$ cat src/rtl/seq_mult_ctrl.sv
// -----------------------------------------------------------------------------
// seq_mult_ctrl -- sequential unsigned shift-add multiplier with controller.
//
// A start request in IDLE latches the operands. The multiplier then spends
// WIDTH cycles in CALC, one accumulator step per cycle. The final accumulator
// value is copied to the product register, and the block spends one cycle in
// DONE before it returns to IDLE.
//
// If either operand is zero, the block skips CALC, loads product = 0 and moves
// straight to DONE.
//
// Ports
//   clk      : clock, rising edge active
//   rst_n    : asynchronous active-low reset
//   start    : multiply request, sampled only in IDLE
//   a        : multiplicand (unsigned, WIDTH bits)
//   b        : multiplier   (unsigned, WIDTH bits)
//   busy     : high in CALC and DONE
//   done     : one-cycle pulse in DONE
//   product  : registered result a*b (2*WIDTH bits), held until next start
//
// Also contains full_adder, the 1-bit cell of the ripple-carry adder.
// -----------------------------------------------------------------------------

// -----------------------------------------------------------------------------
// full_adder -- single-bit full adder.
//   a_i, b_i, cin_i : addend bits and carry in
//   sum_o, cout_o   : sum bit and carry out
// -----------------------------------------------------------------------------
module full_adder (
   input  logic a_i,
   input  logic b_i,
   input  logic cin_i,
   output logic sum_o,
   output logic cout_o
);

   assign sum_o  = a_i ^ b_i ^ cin_i;
   assign cout_o = (a_i & b_i) | (a_i & cin_i) | (b_i & cin_i);

endmodule

module seq_mult_ctrl #(
   parameter int WIDTH = 8
) (
   input  logic                 clk,
   input  logic                 rst_n,
   input  logic                 start,
   input  logic [WIDTH-1:0]     a,
   input  logic [WIDTH-1:0]     b,
   output logic                 busy,
   output logic                 done,
   output logic [2*WIDTH-1:0]   product
);

   // The counter must be able to hold WIDTH, which it reaches on the last step.
   localparam int                CNT_W     = $clog2(WIDTH + 1);
   localparam logic [CNT_W-1:0]  LAST_STEP = CNT_W'(WIDTH - 1);

   typedef enum logic [1:0] {
      IDLE = 2'd0,
      CALC = 2'd1,
      DONE = 2'd2
   } state_t;

   state_t                state_q, state_d;
   logic [WIDTH-1:0]      mcand_q, mcand_d;
   logic [2*WIDTH-1:0]    acc_q,   acc_d;
   logic [2*WIDTH-1:0]    prod_q,  prod_d;
   logic [CNT_W-1:0]      cnt_q,   cnt_d;

   logic [WIDTH-1:0]      acc_hi;
   logic [WIDTH-1:0]      add_sum;
   logic [WIDTH:0]        carry;
   logic                  add_cout;
   logic [WIDTH:0]        step_upper;
   logic [2*WIDTH-1:0]    acc_step;
   logic                  zero_op;

   // ---------------------------------------------------------------------------
   // Ripple-carry adder: acc_hi + multiplicand.
   // ---------------------------------------------------------------------------
   assign acc_hi   = acc_q[2*WIDTH-1:WIDTH];
   assign carry[0] = 1'b0;

   for (genvar i = 0; i < WIDTH; i++) begin : g_rca
      full_adder u_fa (
         .a_i    (acc_hi[i]),
         .b_i    (mcand_q[i]),
         .cin_i  (carry[i]),
         .sum_o  (add_sum[i]),
         .cout_o (carry[i+1])
      );
   end

   assign add_cout = carry[WIDTH];

   // ---------------------------------------------------------------------------
   // One shift-add step.
   //
   // The low half of the accumulator holds the not-yet-consumed multiplier
   // bits, so bit 0 decides whether to add. The adder carry becomes the new
   // MSB after the right shift, which is why the upper part is WIDTH+1 bits.
   // ---------------------------------------------------------------------------
   always_comb begin
      step_upper = {1'b0, acc_hi};
      if (acc_q[0]) begin
         step_upper = {add_cout, add_sum};
      end
      acc_step = {step_upper, acc_q[WIDTH-1:1]};
   end

   assign zero_op = (a == '0) || (b == '0);

   // ---------------------------------------------------------------------------
   // State and datapath registers.
   // ---------------------------------------------------------------------------
   always_ff @(posedge clk or negedge rst_n) begin
      if (!rst_n) begin
         state_q <= IDLE;
         mcand_q <= '0;
         acc_q   <= '0;
         prod_q  <= '0;
         cnt_q   <= '0;
      end else begin
         state_q <= state_d;
         mcand_q <= mcand_d;
         acc_q   <= acc_d;
         prod_q  <= prod_d;
         cnt_q   <= cnt_d;
      end
   end

   // ---------------------------------------------------------------------------
   // Next-state and datapath control.
   // ---------------------------------------------------------------------------
   always_comb begin
      state_d = state_q;
      mcand_d = mcand_q;
      acc_d   = acc_q;
      prod_d  = prod_q;
      cnt_d   = cnt_q;

      unique case (state_q)
         IDLE: begin
            if (start) begin
               if (zero_op) begin
                  prod_d  = '0;
                  state_d = DONE;
               end else begin
                  mcand_d = a;
                  acc_d   = {{WIDTH{1'b0}}, b};
                  cnt_d   = '0;
                  state_d = CALC;
               end
            end
         end

         CALC: begin
            acc_d = acc_step;
            cnt_d = cnt_q + CNT_W'(1);
            // product is updated only with the complete result, never mid-way.
            if (cnt_q == LAST_STEP) begin
               prod_d  = acc_step;
               state_d = DONE;
            end
         end

         DONE: begin
            state_d = IDLE;
         end

         default: begin
            state_d = IDLE;
         end
      endcase
   end

   // Outputs decode directly from the state register, so they change only on
   // clock edges or on asynchronous reset.
   assign busy    = (state_q == CALC) || (state_q == DONE);
   assign done    = (state_q == DONE);
   assign product = prod_q;

endmodule

$ cat config.mk
export PLATFORM = sky130hd
export DESIGN_NAME = seq_mult_ctrl
export DESIGN_NICKNAME = d
export VERILOG_FILES = /design/src/rtl/seq_mult_ctrl.sv
export SDC_FILE = /design/constraint.sdc
export NUM_CORES = 1
export LEC_CHECK = 0
export BUFFER_PORTS_ARGS = -buffer_cell sky130_fd_sc_hd__buf_2
export CAP_MARGIN = 20
export CORE_MARGIN = 2
export CORE_UTILIZATION = 60
export DETAILED_ROUTE_END_ITERATION = 10
export PLACE_DENSITY = 0.94
export SETUP_SLACK_MARGIN = 0.5
export SYNTH_ARGS = -nofsm -noshare
export SYNTH_HDL_FRONTEND = slang
export SYNTH_SLANG_ARGS = --single-unit
$ cat constraint.sdc
create_clock -name clk -period 6.75 [get_ports clk]
set_input_delay 1.0125 -clock clk [delete_from_list [all_inputs] [get_ports clk]]
set_output_delay 1.0125 -clock clk [all_outputs]
set_load 0.02 [all_outputs]
==> metrics.cfg <==
[outcome]
status = complete, no violations

[timing]
setup_viol = 0
fin_crit_sh_pct = 58.4
clock.fmax_mhz = 254
finalClockSkew_ns = 0.00473
hold_viol = 0
setup_ws_ns = 2.81
rsz0062_at_grt = false
setup_tns_ns = 0
slew_violations = 0
tightest_slew_ns = 0.829
period_needed_ns = 3.94
relSlewSlack_pct = 44.7
hold_ws_ns = 0.508

[grt]
grt_pass1_wl_mm = 7.22
gr-usage-all-layers_pct = 22.6
antenna_found_initial = 0
grt_pass1_vias = 1569
gr-total-overflow = 0
grt_max_degree = 47

[setup_path]
cp-startpoint = acc_q[8]
timing.critical_path.slowest_stage_cell = fa_1
worst_ep_required_time_ns = 6.95
cp_max_fo = 3
slowest_delay_ns = 0.43
reg2reg_depth = 11
cp.arrival_ns = 4.14
rrSetupSlack_ns = 2.81
crit_path_end_kind = flop
crit_chain = ha_1 > fa_1 > fa_1 > fa_1 > fa_1 > fa_1 > fa_1 > fa_1 > mux2i_1 > nor2_1 > mux2_2
startpoint_type = flop
cp_common_cell = fa_1
worst-setup-path-type = flop to flop
r2r-start = acc_q[8]

[yosys]
synth-seq-area-share_pct = 48.6
synth_top_area_cell = dfrtp_1
synth_common_cells = dfrtp_1, mux2_2, inv_1
synth-main-ff-cell = dfrtp_1
synth_seq_cells = 46
yosysMostFrequentCell = dfrtp_1
yosys_warnings = 0
syn-cell-area_um2 = 2370
synthArstFlopShare_pct = 100
avgSynthCellArea_um2 = 11.9
ys_top_cells_by_area = dfrtp_1, mux2_2, mux2i_1
synth_edf_count = 0
synth_top_area_share_pct = 48.6
ys_types = 33
synthCells = 199
syn-num-nets = 230

[pwr]
pwr-share-clk_pct = 14.5
internal_power_mw = 0.729
ir_worst_vdd_uv = 270
p_seq_share_pct = 39.2
switching_share_pct = 39.8
p_switching_mw = 0.483
p_leak_nw = 1.33
power_density_nw_per_um2 = 455
pwr-share-comb_pct = 46.3

[placement]
gp_congestion = 0.787
port_buffers = 36
dp_cells = 274
dp_slack_ns = 2.81
dp.final_hpwl_mm = 3.16
post_dp_cell_area_um2 = 2550

[layout]
n_antenna_cell = 0
layout.cells.non_filler = 283
finish.instance_area_um2 = 2670
finalNetCount = 265
synthToLayoutAreaGrowth_pct = 12.5
drive_above_1_share_pct = 34.5

[die]
fp.dieW_um = 66.8
start_util_pct = 63.8
io_pins = 37
dieArea_um2 = 4470
core_um2 = 3720
num_rows = 22
die_h_um = 66.8

[cts]
post_cts_buffers = 0
cts_tree = built
cts_buffer_depth = 2
clock-sinks = 46
clk_pin_slew_worst_paths_ns = 0.08
clkLatencyLatePin_ns = 0.31
post_cts_resized = 0
numCtsBuffers = 5
htreeDepth = 2
cts_hold_buffers = 0
root_buffer = clkbuf_8

[min_path]
hold_path_class = flop to flop
hp-start = product[9]
hold_path_depth = 1

[routing]
first_iter_violations = 195
routed_wirelength_mm = 4.32
drtAntennaViolNets = 0
drc = 0
dr.pass1.iters = 4
vias_per_cell = 5.49
num_vias = 1554
wl_per_cell_um = 15.3

[flow_run]
drv_cap = 0

-- state kept, by name (all words and copies together) (netlist names) --
| name | cells |
|---|---|
| acc_q | 16 |
| cnt_q | 4 |
| mcand_q | 8 |
| product | 16 |
| state_q | 2 |
-- cell families after synthesis --
family                   Yosys count  synth area share, %
AO/OA/AOI/OAI                     21                 6.02
adder cells (fa/ha/maj)           12                 8.55
buffers and inverters             28                 5.39
flip-flops                        46                 48.6
multiplexers                      48                 22.5
AND/OR/NAND/NOR                   44                 8.98
-- power by group through the flow --
| stage | clock [mW] | sequential (mW) | combinational, mW |
|---|---|---|---|
| floorplan | 0 | 0.478 | 0.450 |
| global route | 0.191 | 0.495 | 0.619 |
| CTS | 0.179 | 0.477 | 0.567 |
| global placement | 0 | 0.475 | 0.534 |
| detailed placement | 0 | 0.482 | 0.566 |
| finish | 0.176 | 0.475 | 0.561 |
-- final cells by class --
| cell class | instances | area (um2) |
|---|---|---|
| clock inverter | 1 | 5.00 |
| fill | 267 | 1050 |
| tap | 48 | 60.1 |
| multi-input combinational | 125 | 1090 |
| inverter | 19 | 71.3 |
| sequential | 46 | 1150 |
| timing repair buffer | 37 | 200 |
| clock buffer | 7 | 86.3 |
-- stage by stage --
step	utilization, %	power [mW]
after floorplan	-	0.928
after global placement	68.7	1.01
after detailed placement	68.7	1.05
after CTS	71.2	1.22
after global routing	71.7	1.31
final	71.7	1.21
-- path summary, 6_finish.rpt --
kind                              endpoint
worst max-delay path             acc_q[14]
worst min-delay path            product[9]
worst max register to register   acc_q[14]
worst min register to register  product[9]
max in group asynchronous       product[8]
min in group asynchronous       product[2]
-- worst max-delay path, delay by kind of cell, from the launching register on --
family	cells	cell delay, ns
AND/OR/NAND/NOR	1	0.06
multiplexers	2	0.42
flip-flops	1	0.40
adder cells (fa/ha/maj)	8	2.95
-- cells in the final DEF (no fill, tap or decap), types with 7 or more instances in the layout --
cell / count
nand3_1: 7
o21ai_0: 11
buf_2: 36
nor2_1: 11
mux2_2: 30
nand2_1: 13
fa_1: 7
dfrtp_1: 46
inv_1: 19
mux2i_1: 15
-- routing by layer --
metal | global-route usage (%) | part of all wire [%] | wire (um)
met5 | 0 | 0 | 0
met4 | 10.7 | 1.5 | 64
met3 | 4.73 | 4.6 | 198
met2 | 36.5 | 49 | 2140
met1 | 29.1 | 44 | 1920
Note: power is estimated with default switching activity, not from simulation.
